File: config.mk
export PLATFORM = sky130hd
export DESIGN_NAME = mtm_alu_deserializer
export DESIGN_NICKNAME = d
export VERILOG_FILES = /design/src/rtl/mtm_alu_deserializer.sv
export SDC_FILE = /design/constraint.sdc
export NUM_CORES = 1
export LEC_CHECK = 0
export BUFFER_PORTS_ARGS = -buffer_cell sky130_fd_sc_hd__buf_2
export CORE_ASPECT_RATIO = 1.25
export CORE_MARGIN = 8
export CORE_UTILIZATION = 41
export CTS_CLUSTER_DIAMETER = 80
export DETAILED_ROUTE_END_ITERATION = 10
export PLACE_DENSITY = 0.64
export SLEW_MARGIN = 20
export SYNTH_ARGS = -nofsm -noshare
export SYNTH_HDL_FRONTEND = slang
export SYNTH_SLANG_ARGS = --single-unit
export TNS_END_PERCENT = 50
File: constraint.sdc
create_clock -name clk -period 15.53 [get_ports clk]
set_input_delay 3.106 -clock clk [delete_from_list [all_inputs] [get_ports clk]]
set_output_delay 3.106 -clock clk [all_outputs]
set_load 0.03 [all_outputs]
File: src/rtl/mtm_alu_deserializer.sv
// Serial receiver for the ALU link: decodes 11-bit packets from sin and assembles
// B/A operand frames terminated by a command packet.
module mtm_alu_deserializer #(
  parameter int DATA_PACKETS = 8
) (
  input  logic        clk,
  input  logic        rst,
  input  logic        sin,
  output logic [31:0] b_out,
  output logic [31:0] a_out,
  output logic [7:0]  ctl_out,
  output logic        dataready,
  output logic        err_data,
  output logic        err_frame
);

  localparam int CW = $clog2(DATA_PACKETS + 2);
  localparam logic [CW-1:0] CNT_FULL = CW'(DATA_PACKETS);
  localparam logic [CW-1:0] CNT_SAT  = CW'(DATA_PACKETS + 1);

  typedef enum logic [2:0] {IDLE, TYPE, DATA, STOP, RESYNC} state_t;

  state_t          state, state_nxt;
  logic            type_q;
  logic [7:0]      byte_q;
  logic [2:0]      bit_cnt;
  logic [CW-1:0]   pkt_cnt;
  logic [63:0]     frame_q;
  logic            good_p, bad_p, ferr_p;

  always_comb begin
    state_nxt = state;
    case (state)
      IDLE:    if (!sin) state_nxt = TYPE;
      TYPE:    state_nxt = DATA;
      DATA:    if (bit_cnt == 3'd0) state_nxt = STOP;
      STOP:    state_nxt = sin ? IDLE : RESYNC;
      RESYNC:  if (sin) state_nxt = IDLE;
      default: state_nxt = IDLE;
    endcase
  end

  // Pulses are staged through *_p so they rise one edge after the stop-bit sample.
  always_ff @(posedge clk or posedge rst) begin
    if (rst) begin
      state     <= IDLE;
      type_q    <= 1'b0;
      byte_q    <= '0;
      bit_cnt   <= '0;
      pkt_cnt   <= '0;
      frame_q   <= '0;
      good_p    <= 1'b0;
      bad_p     <= 1'b0;
      ferr_p    <= 1'b0;
      b_out     <= '0;
      a_out     <= '0;
      ctl_out   <= '0;
      dataready <= 1'b0;
      err_data  <= 1'b0;
      err_frame <= 1'b0;
    end else begin
      state     <= state_nxt;
      good_p    <= 1'b0;
      bad_p     <= 1'b0;
      ferr_p    <= 1'b0;
      dataready <= good_p;
      err_data  <= bad_p;
      err_frame <= ferr_p;
      case (state)
        TYPE: begin
          type_q  <= sin;
          bit_cnt <= 3'd7;
        end
        DATA: begin
          byte_q  <= {byte_q[6:0], sin};
          bit_cnt <= bit_cnt - 3'd1;
        end
        STOP: begin
          if (sin) begin
            if (type_q) begin
              if (pkt_cnt == CNT_FULL) begin
                b_out   <= frame_q[63:32];
                a_out   <= frame_q[31:0];
                ctl_out <= byte_q;
                good_p  <= 1'b1;
              end else begin
                bad_p <= 1'b1;
              end
              pkt_cnt <= '0;
              frame_q <= '0;
            end else begin
              frame_q <= {frame_q[55:0], byte_q};
              if (pkt_cnt != CNT_SAT) pkt_cnt <= pkt_cnt + CW'(1);
            end
          end else begin
            ferr_p  <= 1'b1;
            pkt_cnt <= '0;
            frame_q <= '0;
          end
        end
        default: ;
      endcase
    end
  end

endmodule

==> qor.txt <==
GRT Residual Overflow = 0
half-perimeter wire length after placement = 8.88 mm
largest family of logic cells by synthesized area = multiplexers
initial antenna violation count = 0
Sw Share = 35.0%
Slew HR = 25.4%
CP Capture Type = flop
Worst EP required = 15.84 ns
Seq/Total Area, Yosys = 61.0%
Worst Path Arrival = 5.71 ns
# Max-Cap Violations = 0
Leak = 4.08 nW
largest net degree at the start of global routing = 88
htree depth = 4
hold path start = good_p
clock share of power = 28.4%
total CTS buffers = 17
chip height = 158 um
flops & latches, synth = 161
Via density = 4.92
Power Dens Cells = 199 nW/um^2
Diodes inserted = 0
DR vias = 3998
Yosys warnings = 0
post-CTS setup buffers = 0
GP Congestion = 0.790
All-Layer GR Usage = 14.4%
Final TNS setup = 0 ns
share of cells above drive strength 1 = 33.0%
crit start category = primary input
Hold Violations, Final = 0
vias in the first global route = 4186
io pins = 78
Initial DRC Count = 222
number of hold buffers added after CTS = 0
first-pass GRT wire length = 22.6 mm
Antenna Nets Post-Route = 0
post-CTS sizing = 0
post-synth cell types = 31
multiplexer share of the synthesized area = 17.7%
Routed WL = 13.7 mm
Peak Freq = 185 MHz
Pint = 0.990 mW
clk_skew = 0.00560 ns
Synth Area in Adders = 0.947%
status = finished clean
CTS sink cnt = 161
Mapped Cells = 517
min Tclk post-route = 5.41 ns
Worst-path clk slew = 0.06 ns
syn_area_per_cell = 12.8 um^2
TritonCTS clock tree = yes
Post-Synth Simple-Gate Area = 14.6%
CP Class = in2reg
Wirelength per Cell = 16.8 um
worst min path class = reg2reg
sequential share of power = 44.0%
die area = 20500 um^2
worst setup path start = sin
drt pass-1 iters = 4
starting density of the core = 41.3%
xor/xnor share of the synthesized area = 0.133%
Synth Cell Area = 6610 um^2
FP Rows = 52
RSZ-0062 raised after global routing = no
core region area = 16000 um^2
Final Cell Area = 7660 um^2
peak supply drop = 0.118 mV
drc violations = 0
Syn-to-layout area delta = 16.0%
worst r2r src = state[1]
nets = 592
final setup fails = 0
Final Slew Violations = 0
Root Driver = clkbuf_16
port bufs = 77
Post-Place Cell Area = 7050 um^2
Post-Syn Nets = 525
Skew-Pair Late Insertion Delay = 0.42 ns
Least-Margin Pin Slew = 1.12 ns
Pwr Total = 1.52 mW
CTS Buffer Depth = 2
Max FO, Critical Path = 62
combinational share of power = 27.6%
compound-cell area share of the yosys netlist = 1.25%
Die W = 130 um
Final period util = 34.8%
switching power = 0.532 mW
-- sequential cells by signal, summed over array words and instances (netlist names) --
name	count
a_out	32
b_out	32
bad_p	1
bit_cnt	3
byte_q	8
ctl_out	8
dataready	1
err_data	1
err_frame	1
ferr_p	1
frame_q	64
good_p	1
pkt_cnt	4
state	3
type_q	1
-- area by class of cell --
cell class                      instances  area [um^2]
Fill cell                            1481         8350
Clock inverter                         11          161
Clock buffer                           21          450
Multi-Input combinational cell        317         2310
Inverter                                6         27.5
Timing Repair Buffer                   81          415
Tap cell                              216          270
Sequential cell                       161         4030
-- kinds of logic after synthesis --
logic type | count (synthesis)
XOR/XNOR | 1
AO/OA/AOI/OAI | 12
adder cells (fa/ha/maj) | 5
flip-flops | 161
multiplexers | 81
buffers and inverters | 39
AND/OR/NAND/NOR | 218
-- stage by stage --
stage | instances | hold slack [ns] | utilization (%) | setup WS [ns]
6_report | 813 | 0.350 | 47.9 | 10.12
5_1_grt | 813 | 0.363 | 47.9 | 10.02
4_1_cts | 813 | 0.351 | 47.9 | 10.14
3_5_place_dp | 781 | 0.337 | 44.0 | 9.68
3_3_place_gp | 781 | 0.333 | 44.0 | 9.80
2_1_floorplan | 517 | 0.331 | - | 8.08
-- final timing paths --
kind	to	slack, ns	depth (start not counted)
max	b_out[17]	10.12	5
min	dataready	0.35	0
max reg2reg	b_out[17]	11.63	4
min reg2reg	dataready	0.35	0
max in group asynchronous	b_out[25]	11.27	3
min in group asynchronous	frame_q[63]	2.80	2
-- synth_stat cells, drive strengths merged --
master   count  area (um^2)
nand3       67          335
o21ai        3         15.0
a21o         1         7.51
a22o         2         17.5
a21oi        3         15.0
dfrtp      161         4030
nor2b        1         6.26
nor3b        2         15.0
or4          1         7.51
ha           5         62.6
nand3b       2         27.5
nor2         8         30.0
nand2      131          492
xnor2        1         8.76
and3b        1         8.76
inv          6         22.5
a32o         1         10.0
nand2b       2         12.5
nor4         1         21.3
a2bb2oi      2         17.5
buf         24          228
clkbuf       9         33.8
and2         1         6.26
nor3         1         5.00
mux2        81         1170
-- worst max-delay path, cell delays in order --
cell,delay (ns)
buf_2,0.15
nand2_1,0.12
nor4_4,0.87
buf_4,0.98
mux2_2,0.42
-- placed cells by master, fill, tap and decap left out, types with 5 or more instances in the layout --
| master | synthesis | routed |
|---|---|---|
| buf_2 | 7 | 77 |
| clkbuf_16 | 0 | 17 |
| clkinv_2 | 0 | 5 |
| dfrtp_1 | 161 | 161 |
| ha_1 | 5 | 5 |
| inv_1 | 6 | 5 |
| mux2_2 | 12 | 12 |
| mux2_4 | 69 | 69 |
| nand2_1 | 131 | 131 |
| nand3_1 | 67 | 67 |
| nor2_1 | 8 | 8 |
-- routing by layer --
metal / routed length, um / GRT usage, % / share of wire [%] / vias up
met5: 0 / 0 / 0 / -
met4: 255 / 6.49 / 1.9 / 0
met3: 622 / 4.01 / 4.6 / 18
met2: 6960 / 23.9 / 51 / 79
met1: 5820 / 17.0 / 43 / 2039
li1: - / - / - / 1862
-- power groups by stage --
stage	sequential, mW	clock [mW]	combinational, mW
2_1_floorplan	0.728	0	0.244
3_3_place_gp	0.671	0	0.414
3_5_place_dp	0.678	0	0.425
4_1_cts	0.672	0.442	0.428
5_1_grt	0.691	0.458	0.459
6_report	0.670	0.432	0.420
Note: power is estimated with default switching activity, not from simulation.
